`src/rtl/lc4_stall_profiler_pkg.sv`:
```
// Shared encodings for the LC4 stall profiler: stall codes, read selects and
// snapshot FSM states.
package lc4_stall_profiler_pkg;

    typedef enum logic [1:0] {
        STALL_EXEC   = 2'd0,
        STALL_CACHE  = 2'd1,
        STALL_BRANCH = 2'd2,
        STALL_LOAD   = 2'd3
    } stall_code_e;

    typedef enum logic [2:0] {
        SEL_CYCLES = 3'd0,
        SEL_EXEC   = 3'd1,
        SEL_CACHE  = 3'd2,
        SEL_BRANCH = 3'd3,
        SEL_LOAD   = 3'd4
    } rd_sel_e;

    typedef enum logic {
        SNAP_IDLE = 1'b0,
        SNAP_HOLD = 1'b1
    } snap_state_e;

    localparam int unsigned NUM_CNT = 5;

    // Category counters sit directly after the cycle counter, in stall-code order.
    function automatic logic [2:0] cnt_idx(input stall_code_e code);
        return 3'(code) + 3'd1;
    endfunction

endpackage

```
`src/rtl/lc4_sat_counter.sv`:
```
// Event counter with wrap or saturate behaviour and a sticky overflow flag.
// `value` is the count including this cycle's increment, before any clear.
module lc4_sat_counter #(
    parameter int unsigned WIDTH    = 32,
    parameter int unsigned SAT_MODE = 0
) (
    input  logic             clk,
    input  logic             rst,
    input  logic             inc,
    input  logic             clr,
    output logic [WIDTH-1:0] value,
    output logic             ovf
);

    logic [WIDTH-1:0] value_q, value_d;
    logic             ovf_q, ovf_d;
    logic             at_max;

    always_comb begin
        at_max = &value_q;
        value  = value_q;
        ovf_d  = ovf_q;
        if (inc) begin
            if (at_max) begin
                ovf_d = 1'b1;
                if (SAT_MODE == 0) value = '0;
            end else begin
                value = value_q + WIDTH'(1);
            end
        end
        value_d = clr ? '0 : value;
        if (clr) ovf_d = 1'b0;
    end

    always_ff @(posedge clk or negedge rst) begin
        if (!rst) begin
            value_q <= '0;
            ovf_q   <= 1'b0;
        end else begin
            value_q <= value_d;
            ovf_q   <= ovf_d;
        end
    end

    assign ovf = ovf_q;

endmodule

```
`src/rtl/lc4_stall_profiler.sv`:
```
// Per-channel pipeline stall profiler: live cycle/category counters, a
// request/acknowledge snapshot shadow bank and a registered read port.
module lc4_stall_profiler
    import lc4_stall_profiler_pkg::*;
#(
    parameter int unsigned NUM_CH   = 2,
    parameter int unsigned CNT_W    = 32,
    parameter int unsigned SAT_MODE = 0
) (
    input  logic                clk,
    input  logic                rst,
    input  logic                gwe,
    input  logic                en,
    input  logic [NUM_CH-1:0]   ch_valid,
    input  logic [2*NUM_CH-1:0] ch_stall,
    input  logic                clear,
    input  logic                snap_req,
    input  logic                snap_ack,
    output logic                snap_valid,
    input  logic [1:0]          rd_ch,
    input  logic [2:0]          rd_sel,
    output logic [CNT_W-1:0]    rd_data,
    output logic [NUM_CH-1:0]   ovf
);

    snap_state_e state_q, state_d;
    logic        capture;

    logic [NUM_CH*NUM_CNT*CNT_W-1:0] live_flat;
    logic [CNT_W-1:0] shadow_q [NUM_CH][NUM_CNT];
    logic [CNT_W-1:0] shadow_d [NUM_CH][NUM_CNT];
    logic [CNT_W-1:0] rd_data_q, rd_data_d;

    for (genvar c = 0; c < NUM_CH; c++) begin : g_ch
        logic               qual;
        stall_code_e        code;
        logic [NUM_CNT-1:0] inc;
        logic [NUM_CNT-1:0] cnt_ovf;

        always_comb begin
            qual = gwe & en & ch_valid[c];
            code = stall_code_e'(ch_stall[2*c +: 2]);
            inc  = '0;
            if (qual) begin
                inc[SEL_CYCLES]    = 1'b1;
                inc[cnt_idx(code)] = 1'b1;
            end
        end

        for (genvar k = 0; k < NUM_CNT; k++) begin : g_cnt
            lc4_sat_counter #(
                .WIDTH    (CNT_W),
                .SAT_MODE (SAT_MODE)
            ) u_cnt (
                .clk   (clk),
                .rst   (rst),
                .inc   (inc[k]),
                .clr   (clear),
                .value (live_flat[(c*NUM_CNT + k)*CNT_W +: CNT_W]),
                .ovf   (cnt_ovf[k])
            );
        end

        assign ovf[c] = |cnt_ovf;
    end

    always_ff @(posedge clk or negedge rst) begin
        if (!rst) state_q <= SNAP_IDLE;
        else      state_q <= state_d;
    end

    always_comb begin
        state_d = state_q;
        case (state_q)
            SNAP_IDLE: if (snap_req) state_d = SNAP_HOLD;
            SNAP_HOLD: if (snap_ack) state_d = SNAP_IDLE;
            default:   state_d = SNAP_IDLE;
        endcase
    end

    always_comb begin
        capture    = (state_q == SNAP_IDLE) & snap_req;
        snap_valid = (state_q == SNAP_HOLD);
    end

    // Capture taps the pre-clear incremented value, so clear+snap_req in one
    // cycle still freezes the counts that clear is about to discard.
    always_comb begin
        shadow_d = shadow_q;
        if (capture) begin
            for (int unsigned c = 0; c < NUM_CH; c++) begin
                for (int unsigned k = 0; k < NUM_CNT; k++) begin
                    shadow_d[c][k] = live_flat[(c*NUM_CNT + k)*CNT_W +: CNT_W];
                end
            end
        end
    end

    always_comb begin
        rd_data_d = '0;
        for (int unsigned c = 0; c < NUM_CH; c++) begin
            for (int unsigned k = 0; k < NUM_CNT; k++) begin
                if (rd_ch == 2'(c) && rd_sel == 3'(k)) rd_data_d = shadow_q[c][k];
            end
        end
    end

    always_ff @(posedge clk or negedge rst) begin
        if (!rst) begin
            for (int unsigned c = 0; c < NUM_CH; c++) begin
                for (int unsigned k = 0; k < NUM_CNT; k++) begin
                    shadow_q[c][k] <= '0;
                end
            end
            rd_data_q <= '0;
        end else begin
            shadow_q  <= shadow_d;
            rd_data_q <= rd_data_d;
        end
    end

    assign rd_data = rd_data_q;

endmodule
```
`config.mk`:
```
export PLATFORM = sky130hd
export DESIGN_NAME = lc4_stall_profiler
export DESIGN_NICKNAME = d
export VERILOG_FILES = /design/src/rtl/lc4_stall_profiler_pkg.sv /design/src/rtl/lc4_sat_counter.sv /design/src/rtl/lc4_stall_profiler.sv
export SDC_FILE = /design/constraint.sdc
export NUM_CORES = 1
export LEC_CHECK = 0
export CAP_MARGIN = 20
export CELL_PAD_IN_SITES_DETAIL_PLACEMENT = 1
export CELL_PAD_IN_SITES_GLOBAL_PLACEMENT = 1
export CORE_ASPECT_RATIO = 0.7
export CORE_MARGIN = 10
export CORE_UTILIZATION = 30
export DETAILED_ROUTE_END_ITERATION = 16
export HOLD_SLACK_MARGIN = 0.06
export PLACE_DENSITY_LB_ADDON = 0.1
export SLEW_MARGIN = 20
export SYNTH_ARGS = -nofsm -noshare
export SYNTH_HDL_FRONTEND = slang
export SYNTH_SLANG_ARGS = --single-unit
```
`constraint.sdc`:
```
create_clock -name clk -period 2.35 [get_ports clk]
set_input_delay 0.47 -clock clk [delete_from_list [all_inputs] [get_ports clk]]
set_output_delay 0.47 -clock clk [all_outputs]
set_load 0.02 [all_outputs]
```
# [Word level (Yosys, flattened, before mapping)]
# Cells that the tools add are included.
# W data, S select, Z words.
[word_totals] ff_bits=683 input_bits=18 wordCells=193
[classes] addsub=12 magnitude_cmp=4 eq_ne=5 muxes=79 bitwise=5 reduce_logical=56
[ops] op="$mux W32" count=40
[ops] op="$add A32 B1 Y32 const B" count=10
[ops] op="$reduce_and A32 Y1" count=10
[ops] op="$reduce_bool A2 Y1" count=20
[ops] op="$mux W1" count=34
[ops] op="$reduce_and A2 Y1" count=10
[ops] op="$logic_and A1 B1 Y1" count=12
[ops] op="$mux W5" count=2
[ops] op="$reduce_or A5 Y1" count=2
[ops] op="$lt A3 B4 Y1 const B" count=2
[ops] op="$add A2 B1 Y3 const B" count=2
[ops] op="$demux W1 S3" count=2
[ops] op="$eq A3 B2 Y1 const B" count=2
[ops] op="$ge A3 B1 Y1 const B" count=2
[ops] op="$and A1 B1 Y1" count=4
[ops] op="$eq A3 B1 Y1 const B" count=1
[ops] op="$eq A3 B3 Y1 const B" count=1
[ops] op="$logic_not A3 Y1" count=1
[ops] op="$eq A2 B1 Y1 const B" count=1
[ops] op="$logic_not A2 Y1" count=1
[ops] op="$pmux W1 S2" count=1
[ops] op="$not A1 Y1" count=1

# [Logic depth before layout (Yosys ltp)]
# Gate-level depths: netlist (run 1).
[logic_depth] word_depth=12 depth_mapped=9 ltp_nobuf=6

# [Modules after synthesis]
# From an unflattened synthesis (run 1), not the netlist that was laid out.
[hier_totals] hier_cells=3069 hier_area_um2=33958.8
[by_module_without_submodules] mod="lc4_sat_counter" n_inst=10 cells_per_inst=193 area_per_inst_um2=1853.0 seq_area_each_um2=825.8
[by_module_without_submodules] mod="lc4_stall_profiler" n_inst=1 cells_per_inst=1139 area_per_inst_um2=15428.5 seq_area_each_um2=8833.5

# [Least setup slack after synthesis (run 1)]
# Ideal clock, no wire load.
[synth_timing] kind="input port to flip-flop" start="input gwe" end="register g_ch[0].g_cnt[3].u_cnt.value_q[5]" setup_time_ns=0.122 arrival_time_ns=2.267 path_slack_ns=-0.039 path_stages=9 cell_sequence="buf_4 > nand4b_4 > or4_1 > buf_2 > or3_1 > buf_2 > o21bai_2 > buf_6 > nor2_1"
[synth_via] elab_chain_len=5
[synth_lines] element="start: declaration" line_no="lc4_stall_profiler.sv:12" text="input logic gwe,"
[synth_lines] element="$and A1 B1 Y1 (2 in a row)" line_no="lc4_stall_profiler.sv:41" text="qual = gwe & en & ch_valid[c];"
[synth_lines] element="$mux W5" line_no="lc4_stall_profiler.sv:44" text="if (qual) begin"
[synth_lines] element="$mux W32" line_no="lc4_sat_counter.sv:23" text="if (inc) begin"
[synth_lines] element="$mux W32" line_no="lc4_sat_counter.sv:31" text="value_d = clr ? '0 : value;"
[synth_lines] element="net g_ch[0].g_cnt[3].u_cnt.value_d[5]" line_no="lc4_sat_counter.sv:15" text="logic [WIDTH-1:0] value_q, value_d;"
[synth_lines] element="end signal: assignment" line_no="lc4_sat_counter.sv:40" text="value_q <= value_d;"
[synth_lines] element="end: declaration" line_no="lc4_sat_counter.sv:15"
# The timed path passes the listed nets, and every way through them passes these cells.
# A chain may end at the register's enable or synchronous reset.

# [Worst setup path after layout (run 1)]
[layout_timing] start="register g_ch[0].g_cnt[3].u_cnt.value_q[10]" end="register shadow_q[223] (netlist bit)"
[layout_via] elab_chain_len=3 word_cells_on_any_way=4
[layout_lines] element="$add A32 B1 Y32 or $reduce_and A32 Y1 (tied branches)" line_no="lc4_sat_counter.sv:28, lc4_sat_counter.sv:20"
[layout_lines] element="$mux W32 (*)" line_no="lc4_sat_counter.sv:24" text="if (at_max) begin"
[layout_lines] element="$mux W32 (*)" line_no="lc4_sat_counter.sv:23"
[layout_lines] element="end signal: assignment" line_no="lc4_stall_profiler.sv:117" text="shadow_q <= shadow_d;"
[layout_lines] element="end: declaration" line_no="lc4_stall_profiler.sv:30" text="logic [CNT_W-1:0] shadow_q [NUM_CH][NUM_CNT];"
# Every way passes the cells marked *; elsewhere a longest branch is shown, timed or not.

==> results of run 1 <==
## power groups by stage
stage / registers [mW] / clock network (mW) / logic (mW)
2_1_floorplan: 12.3 / 0 / 0.742
3_5_place_dp: 12.4 / 0 / 1.93
3_3_place_gp: 12.4 / 0 / 1.89
5_1_grt: 12.2 / 13.2 / 2.08
4_1_cts: 12.2 / 12.7 / 1.94
6_report: 12.2 / 12.3 / 1.91
## critical path, delay by kind of cell (launching register included)
family,cells,cell delay (ps)
buffers and inverters,1,180
flip-flops,1,360
AO/OA/AOI/OAI,1,130
AND/OR/NAND/NOR,4,1600
## final cells by class
| cell class | instances | area share, % |
|---|---|---|
| flip-flops and latches | 683 | 43.0 |
| multi-input cells | 2401 | 35.3 |
| repair buffers | 455 | 10.7 |
| clock buffers | 110 | 5.49 |
| well taps | 1414 | 4.45 |
| clock inverters | 22 | 0.749 |
| inverters | 27 | 0.255 |
| diodes | 3 | 0.0189 |
## routing by layer
| metal | up-vias | global-route usage (%) |
|---|---|---|
| met5 | - | 0 |
| met3 | 165 | 3.68 |
| met1 | 14268 | 32.6 |
| met4 | 4 | 5.04 |
| li1 | 12360 | - |
| met2 | 615 | 30.2 |
## flip-flops by register name (all words and copies together) (netlist names)
register and count:
shadow_q 320, snap_valid 1, g_ch.g_cnt.u_cnt.value_q 320, rd_data 32, g_ch.g_cnt.u_cnt.ovf 10
## per-stage QoR
step | setup TNS [ps] | hold WS, ps
global placement | -360880 | 459
global route | -112 | 188
finish | -3.34 | 228
CTS | -104 | 172
floorplan | 0 | 174
detailed placement | -358750 | 454
## kinds of logic after synthesis
| logic type | count (synthesis) | share of synthesized area, % |
|---|---|---|
| XOR/XNOR | 281 | 7.77 |
| multiplexers | 39 | 1.29 |
| AO/OA/AOI/OAI | 610 | 11.8 |
| adder cells (fa/ha/maj) | 10 | 0.395 |
| buffers and inverters | 220 | 2.75 |
| AND/OR/NAND/NOR | 1461 | 22.1 |
| flip-flops | 683 | 53.9 |
## worst paths after layout
| kind | startpoint | endpoint | slack (ps) | depth (start not counted) |
|---|---|---|---|---|
| min | clear | g_ch[0].g_cnt[3].u_cnt.value_q[12]$_DFF_PN0_ | 230 | 2 |
| min in group asynchronous | rst | g_ch[1].g_cnt[2].u_cnt.value_q[26]$_DFF_PN0_ | 350 | 2 |
| min reg2reg | shadow_q[39]$_DFFE_PN0P_ | shadow_q[39]$_DFFE_PN0P_ | 480 | 2 |
| max reg2reg | g_ch[0].g_cnt[3].u_cnt.value_q[10]$_DFF_PN0_ | shadow_q[223]$_DFFE_PN0P_ | -3 | 6 |
| max | g_ch[0].g_cnt[3].u_cnt.value_q[10]$_DFF_PN0_ | shadow_q[223]$_DFFE_PN0P_ | -3 | 6 |
| max in group asynchronous | rst | shadow_q[242]$_DFFE_PN0P_ | 1060 | 3 |
## layout by cell type (no fill, tap or decap), drive strengths merged, types with 81 or more instances in the layout
cell type  synthesis  layout
nand3            132     132
dfrtp            683     683
nand4            155     155
clkbuf           164     111
nand2            426     426
buf               29     407
o21ai            279     279
xor2             200     200
xnor2             81      81
nor2             436     436
## what timing repair did
| action | in CTS | in global routing |
|---|---|---|
| setup endpoints to repair | 215 | 67 |
| pin swaps | 8 | 5 |
| cloned | 2 | 0 |
| buffers inserted | 5 | 0 |
| resized for setup | 37 | 26 |
| endpoints found under the hold margin | 24 | 0 |
| hold buffers | 1 | 0 |
==> flow_summary_export.csv, run 1 <==
group,metric,value,unit
route,wl_met2,52.9,mm
route,detail-route-antenna-nets,0,
global_route,grt-ovfl-total,0,
cells_and_area,design_area,0.0397,mm²
route,avgViaCountPerCell,5.36,
floorplanning,fp.dieW,408,µm
floorplanning,core_area,0.105,mm²
global_route,grt_pass1_wl,193,mm
timing,rsz0062_at_grt,"true",
power,intPower,19.7,mW
placement,dpl_cell_area,0.0370,mm²
route,drt_wl_total,129,mm
yosys,synth-async-reset-ratio,100,%
route,met3_wirelength,6.67,mm
floorplanning,die_area,0.119,mm²
placement,dp_hpwl,98.1,mm
critical_path,worstPathMaxFanout,6,
floorplanning,io_pins,53,
timing,fmax,0.425,GHz
cts,cts_buffers,75,
route,wl_per_cell,25.1,µm
run_status,outcome,"finished, violations left",
cells_and_area,drive_above_1_share,16.3,%
global_route,antenna_found_initial,10,
yosys,yosys_warnings,0,
yosys,syn_avg_cell_area,9.59,µm²
floorplanning,fp-row-count,99,
timing,slew_viol_final,0,
cells_and_area,final-seq-area,0.0171,mm²
cts,clockBufferDepth,3,
yosys,synth_most_common_cell,"dfrtp_1",
cells_and_area,multi_input_area,0.0140,mm²
cells_and_area,fillers,11808,
power,power_switching,6.76,mW
global_route,grt.total_usage,21.2,%
floorplanning,start_util,30.3,%
placement,routabilityCongestion,0.916,
floorplanning,die_height,292,µm
timing,worstMarginPinSlew,848,ps
route,via_count,27412,
critical_path,cp-end-kind,"register",
power,total_power,26.5,mW
cts,htree_num_levels,3,
critical_path,critPathMaxStageDelay,640,ps
route,top_layer,"met5",
run_status,failed_checks,"negative setup slack",
route,drtIter0Drc,2350,
yosys,synth_edf_count,0,
yosys,synthDominantCellAreaShare,53.9,%
cells_and_area,final_util,38.0,%
yosys,synth_ff_type,"dfrtp_1",
timing,period_needed,2350,ps
critical_path,critical_path_class,"reg2reg",
yosys,syn_nets,3332,
route,drc,0,
yosys,synthCells,3304,
cts,cts_root_buf,"clkbuf_16",
yosys,synth_seq_cells,683,
job,drv_cap,0,
cts,clock_latency,670,ps
power,clkPwrFrac,46.6,%
cts,cts_tree,"yes",
hold_path,min_path_type,"in2reg",
yosys,synth_common_cells,"dfrtp_1, nor2_1, nand2_1, o21ai_0, xor2_1",
power,p_sw_share,25.5,%
timing,finClkSkew,29.1,ps
placement,place_ws,-1050,ps
critical_path,worstPathCellList,"nand4_1 > or4_4 > buf_6 > or3_4 > or3_4 > a31oi_1",
global_route,grt_pass1_vias,28375,
route,drtPass1Iterations,7,
cells_and_area,area_delta_synth_final,25.4,%
yosys,yosys-top-cells-area,"dfrtp_1, xor2_1, nor2_1",
timing,setup_violations,1,
cts,clock_sinks,683,
timing,hold_violations,0,
placement,port_buffers,52,
power,cellPowerDensity,666,mW/mm²
critical_path,critPathLaunchType,"register",
power,power_frac_comb,7.2,%
yosys,synth_cell_types,70,
timing,setup_slack,-3.34,ps
route,met1_length,65.9,mm
yosys,seq_area_frac_synth,53.9,%
global_route,grt_max_degree,81,
power,power.leakage,17.0,nW
timing,relSlewSlack,43.5,%
power,seq_power_share,46.2,%
critical_path,path_common_cell,"or3_4",
yosys,synth.largest_area_cell,"dfrtp_1",
critical_path,arrival,2940,ps
placement,dp_cells,4972,
timing,period_share,100,%
yosys,synth_area,0.0317,mm²
critical_path,crit_slowest_cell,"or4_4",
cells_and_area,nNetsFinal,3671,
cells_and_area,fin_cells,5115,
critical_path,cp.required,2930,ps
cts,clk_pin_slew_worst_paths,60,ps
power,ir_drop,0.000506,V
Power figures use the tool's default switching activity.
==> run 2: changes to the inputs <==
Settings changed: PLACE_DENSITY set to 0.59, PLACE_DENSITY_LB_ADDON 0.1 to unset, RECOVER_POWER set to 25.
==> run 2 against run 1 <==
Compared with the run above: the flow finishes with violations (max-capacitance violations, max-slew violations); first-iteration DRC count rose by 1.3%; via count down 1.6%; critical path depth is 5 lower; sequential share of layout area hardly changed; critical endpoint is now rd_data[13]; largest power group is now sequential cells.
==> flow_summary_export.csv, run 2 (synthesized netlist as in run 1, its figures left out) <==
group,metric,value,unit
run_status,outcome,"finished, violations left",
run_status,failed_checks,"max-capacitance violations, max-slew violations",
route,drtPass1Iterations,7,
cells_and_area,final-seq-area,0.0171,mm²
power,ir_drop,0.000494,V
power,seq_power_share,46.4,%
global_route,grt-ovfl-total,0,
timing,period_needed,2300,ps
hold_path,whs_endpoint,"g_ch[0].g_cnt[0].u_cnt.value_q[30]$_DFF_PN0_",
power,intPower,19.7,mW
global_route,antenna_found_initial,4,
cells_and_area,area_delta_synth_final,25.3,%
global_route,grt.total_usage,19.7,%
cts,clock_sinks,683,
route,drc,0,
floorplanning,fp.dieW,408,µm
hold_path,min_from,"clear",
power,clkPwrFrac,46.6,%
cells_and_area,fillers,11854,
cts,clk_pin_slew_worst_paths,60,ps
timing,relSlewSlack,-21.7,%
power,cellPowerDensity,666,mW/mm²
timing,holdWs,285,ps
critical_path,critical_path_buf_inv_count,1,
global_route,grt_max_degree,85,
placement,port_buffers,52,
route,avgViaCountPerCell,5.26,
cts,cts_tree,"yes",
cells_and_area,layout_commonest_cell,"dfrtp_1",
floorplanning,core_area,0.105,mm²
route,drtIter0Drc,2380,
critical_path,worstPathMaxFanout,1,
cells_and_area,final_util,38.0,%
critical_path,cp-end-kind,"primary output",
cts,clock_latency,680,ps
power,p_sw_share,25.5,%
critical_path,crit_slowest_cell,"clkdlybuf4s50_1",
critical_path,r2r_cells,6,
critical_path,critPathLaunchType,"register",
floorplanning,die_height,292,µm
cells_and_area,layout_common_cells,"dfrtp_1, nor2_1, nand2_1",
placement,dp_cells,4992,
timing,slew_viol_final,37,
cells_and_area,design_area,0.0397,mm²
timing,fmax,0.435,GHz
cells_and_area,fin_cells,5130,
timing,rsz0062_at_grt,"false",
timing,setup_violations,0,
power,total_power,26.4,mW
job,drv_cap,1,
hold_path,min_path_type,"in2reg",
placement,place_ws,-843,ps
cts,cts_root_buf,"clkbuf_16",
power,power_frac_comb,7.1,%
critical_path,reg2reg_to,"shadow_q[211]$_DFFE_PN0P_",
critical_path,critPathMaxStageDelay,670,ps
critical_path,worstPathCellList,"clkdlybuf4s50_1",
floorplanning,start_util,30.3,%
power,power.leakage,17.1,nW
critical_path,arrival,1830,ps
hold_path,min_path_cells,2,
critical_path,path_delay_family,"buffers and inverters",
placement,routabilityCongestion,0.877,
floorplanning,fp-row-count,99,
route,detail-route-antenna-nets,0,
timing,worstMarginPinSlew,1830,ps
timing,hold_violations,0,
placement,dp_hpwl,90.4,mm
floorplanning,die_area,0.119,mm²
global_route,grt_pass1_wl,182,mm
floorplanning,io_pins,53,
timing,period_share,97.7,%
route,drt_wl_total,119,mm
cts,cts_buffers,74,
timing,finClkSkew,34.7,ps
cells_and_area,drive_above_1_share,16.3,%
timing,tns,0,ps
global_route,grt_pass1_vias,27128,
route,via_count,26972,
power,power_switching,6.74,mW
cells_and_area,nNetsFinal,3686,
cts,htree_num_levels,3,
critical_path,critical_path_class,"reg2out",
critical_path,r2r_setup_slack,70,ps
critical_path,cp.required,1880,ps
cts,clockBufferDepth,3,
critical_path,regToRegStartpoint,"g_ch[0].g_cnt[3].u_cnt.value_q[11]$_DFF_PN0_",
timing,setup_slack,53.0,ps
route,wl_per_cell,23.2,µm
cells_and_area,multi_input_area,0.0139,mm²
placement,dpl_cell_area,0.0371,mm²
-- run 2: changes by cell type in the layout (fill, tap and decap cells not counted), moves of 3 or more --
cell	delta
buf_4	+8
buf_6	-5
clkbuf_1	-8
clkbuf_2	+14
clkinv_2	+5
clkinvlp_4	+3
inv_6	-3
nor4_1	+5
nor4_2	-4
or3_1	+3
or3_4	-3
-- run 2: worst max path at each step --
stage	start	end	slack, ps	cells past startpoint
5_1_grt	g_ch[0].g_cnt[3].u_cnt.value_q[11]$_DFF_PN0_	shadow_q[211]$_DFFE_PN0P_	1	6
6_report	rd_data[13]$_DFF_PN0_	rd_data[13]	50	1
4_1_cts	g_ch[0].g_cnt[0].u_cnt.ovf$_DFFE_PN0P_	ovf[0]	-90	4
2_1_floorplan	gwe	g_ch[0].g_cnt[3].u_cnt.value_q[5]$_DFF_PN0_	30	9
3_3_place_gp	gwe	g_ch[1].g_cnt[1].u_cnt.value_q[3]$_DFF_PN0_	-790	9
3_5_place_dp	gwe	g_ch[1].g_cnt[1].u_cnt.value_q[18]$_DFF_PN0_	-840	9
-- run 2: power groups by stage --
stage                     clock (mW)  sequential [mW]  combinational (mW)
after CTS                       12.6             12.2                1.90
after global routing            13.1             12.3                2.05
after floorplan                    0             12.3               0.742
after detailed placement           0             12.5                1.89
final                           12.3             12.3                1.87
after global placement             0             12.5                1.87
-- run 2: layout make-up --
cell class / instances / area share, %
antenna: 2 / 0.0126
multi-input combinational: 2401 / 35.0
timing repair buffer: 471 / 10.9
tap: 1414 / 4.46
inverter: 27 / 0.255
clock inverter: 29 / 0.822
sequential: 683 / 43.0
clock buffer: 103 / 5.50
-- run 2: timing repair --
action | 4_1_cts | 5_1_grt
setup endpoints to repair | 38 | 106
setup buffers | 2 | 1
pin swaps | 2 | 2
gates resized for setup | 10 | 18
hold buffers | 1 | 0
endpoints found under the hold margin | 18 | 0
-- run 2: metal layers --
layer,GRT usage (%),part of all wire [%],up-vias
li1,-,-,12413
met4,3.28,1.4,2
met1,31.7,53,13899
met5,0,0.010,-
met2,27.0,40,546
met3,3.87,6.0,112
==> run 3: changes to the inputs <==
Settings changed: CORE_ASPECT_RATIO 0.7 to unset, CORE_UTILIZATION 30 to 50, DONT_BUFFER_PORTS set to 1, PLACE_DENSITY 0.59 to 0.85.
==> run 3 against run 2 <==
Compared with the run above: the run ends with negative hold slack, max-slew violations, negative setup slack left; fmax fell by 3.8%; clock power about the same; worst setup slack lost 91 ps; critical endpoint is now g_ch[1].g_cnt[2].u_cnt.value_q[0]$_DFF_PN0_; largest cell class unchanged.
==> flow_summary_export.csv, run 3 (synthesized netlist as in run 1, its figures left out) <==
group,metric,value,unit
timing,relSlewSlack,-0.840,%
cts,clock_latency,640,ps
critical_path,crit_slowest_cell,"dlygate4sd3_1",
floorplanning,die_height,272,µm
critical_path,critical_path_class,"reg2reg",
cells_and_area,design_area,0.0374,mm²
critical_path,r2r_cells,8,
global_route,grt_pass1_vias,29844,
floorplanning,die_area,0.0738,mm²
critical_path,path_delay_family,"buffers and inverters",
route,met3_wirelength,10.3,mm
critical_path,critical_path_buf_inv_count,2,
critical_path,cp-startpoint,"g_ch[1].g_cnt[2].u_cnt.value_q[0]$_DFF_PN0_",
critical_path,reg2reg_to,"g_ch[1].g_cnt[2].u_cnt.value_q[0]$_DFF_PN0_",
critical_path,regToRegStartpoint,"g_ch[1].g_cnt[2].u_cnt.value_q[0]$_DFF_PN0_",
power,seq_power_share,48.0,%
placement,dp_cells,4138,
global_route,grt_pass1_wl,181,mm
route,drtIter0Drc,3597,
global_route,grt_max_degree,684,
cells_and_area,nNetsFinal,3504,
timing,finClkSkew,32.4,ps
floorplanning,fp.dieW,272,µm
power,clkPwrFrac,47.1,%
placement,routabilityCongestion,0.969,
cts,clockBufferDepth,3,
cts,cts_root_buf,"clkbuf_16",
cts,hold_buffers,64,
cts,cts_tree,"yes",
timing,hold_violations,683,
timing,holdWs,-470,ps
cts,htree_num_levels,3,
placement,dp_hpwl,78.2,mm
critical_path,cp-end-kind,"register",
placement,dpl_cell_area,0.0337,mm²
critical_path,critPathMaxStageDelay,580,ps
global_route,grt.total_usage,31.4,%
floorplanning,core_area,0.0630,mm²
floorplanning,io_pins,53,
route,met1_length,46.0,mm
global_route,grt-ovfl-total,0,
cells_and_area,antenna_cells_inserted,0,
placement,port_buffers,0,
floorplanning,start_util,50.3,%
cells_and_area,area_delta_synth_final,18.0,%
timing,worstMarginPinSlew,1510,ps
hold_path,min_path_type,"in2async",
power,power_frac_comb,4.9,%
route,detail-route-antenna-nets,0,
critical_path,worstPathCellList,"ha_1 > nand2_1 > nor4_2 > buf_4 > a311oi_1 > a21oi_1 > nor2_1 > dlygate4sd3_1",
cells_and_area,final_util,59.4,%
critical_path,critPathLaunchType,"register",
placement,place_ws,-170,ps
power,intPower,19.3,mW
cts,cts_buffers,75,
job,drv_cap,0,
power,power.leakage,16.4,nW
power,cellPowerDensity,683,mW/mm²
route,top_layer,"met5",
power,ir_drop,0.000485,V
critical_path,arrival,2920,ps
timing,period_needed,2390,ps
run_status,outcome,"finished, violations left",
run_status,failed_checks,"negative hold slack, max-slew violations, negative setup slack",
cells_and_area,layout_common_cells,"dfrtp_1, nor2_1, nand2_1",
cells_and_area,fin_cells,4377,
timing,slew_viol_final,24,
cells_and_area,drive_above_1_share,12.0,%
route,wl_met2,58.3,mm
timing,fmax,0.419,GHz
timing,rsz0062_at_grt,"true",
cts,clk_pin_slew_worst_paths,70,ps
route,avgViaCountPerCell,6.53,
power,p_sw_share,24.4,%
route,wl_per_cell,27.8,µm
route,via_count,28593,
critical_path,r2r_setup_slack,-40,ps
route,drt_wl_total,122,mm
power,total_power,25.6,mW
timing,period_share,102,%
critical_path,worstPathMaxFanout,5,
cells_and_area,layout_commonest_cell,"dfrtp_1",
route,drtPass1Iterations,7,
critical_path,cp.required,2880,ps
power,power_switching,6.23,mW
route,drc,0,
cts,clock_sinks,683,
floorplanning,fp-row-count,92,
timing,setup_violations,6,
global_route,antenna_found_initial,5,
timing,setup_slack,-38.2,ps
## run 3: cell count changes in the layout (fill, tap and decap cells not counted), sizes merged, moves of 4 or more
cell / before / now
buf: 407 / 225
clkbuf: 119 / 110
clkdlybuf4s50: 43 / 0
clkinv: 19 / 15
dlygate4sd3: 1 / 63
## run 3: worst max path at each step
stage	endpoint	depth (start not counted)
after CTS	shadow_q[211]$_DFFE_PN0P_	6
after floorplan	g_ch[0].g_cnt[3].u_cnt.value_q[5]$_DFF_PN0_	9
after global placement	shadow_q[211]$_DFFE_PN0P_	6
final	g_ch[1].g_cnt[2].u_cnt.value_q[0]$_DFF_PN0_	8
after detailed placement	shadow_q[115]$_DFFE_PN0P_	8
after global routing	g_ch[0].g_cnt[0].u_cnt.value_q[14]$_DFF_PN0_	7
## run 3: per-layer routing
metal | global-route usage [%] | vias up
met5 | 0 | -
met4 | 17.2 | 2
met3 | 6.92 | 385
met2 | 51.3 | 1395
met1 | 38.5 | 14781
li1 | - | 12030
## run 3: worst register-to-register path, cell delays in order, from the launching register on
cell and delay (ps):
dfrtp_1 440, ha_1 210, nand2_1 100, nor4_2 290, buf_4 200, a311oi_1 130, a21oi_1 230, nor2_1 90
dlygate4sd3_1 580
## run 3: timing repair
| item | in CTS | in global routing |
|---|---|---|
| gates cloned | 0 | 1 |
| resized for setup | 2 | 52 |
| hold endpoints to repair | 855 | 683 |
| setup endpoints to repair | 4 | 87 |
| pin swaps | 1 | 19 |
| buffers inserted | 2 | 40 |
## run 3: through the flow
| stage | setup TNS [ps] | hold slack [ps] |
|---|---|---|
| floorplan | 0 | 174 |
| global placement | -22.0 | 195 |
| detailed placement | -393 | 200 |
| CTS | 0 | -468 |
| global route | -1110 | -470 |
| finish | -145 | -470 |
## run 3: power by group through the flow
stage | sequential [mW] | clock (mW) | combinational (mW)
2_1_floorplan | 12.3 | 0 | 0.742
3_3_place_gp | 12.4 | 0 | 1.06
3_5_place_dp | 12.5 | 0 | 1.11
4_1_cts | 12.2 | 12.1 | 1.19
5_1_grt | 12.3 | 12.6 | 1.32
6_report | 12.3 | 12.0 | 1.25
## run 3: cell type report
cell class              count  area (µm²)
clock buffers             110        2240
clock inverters            22         221
fillers                  6879       25600
inverters                  27         101
multi-input cells        2401       14100
flip-flops and latches    683       17100
well taps                 846        1060
repair buffers            288        2620
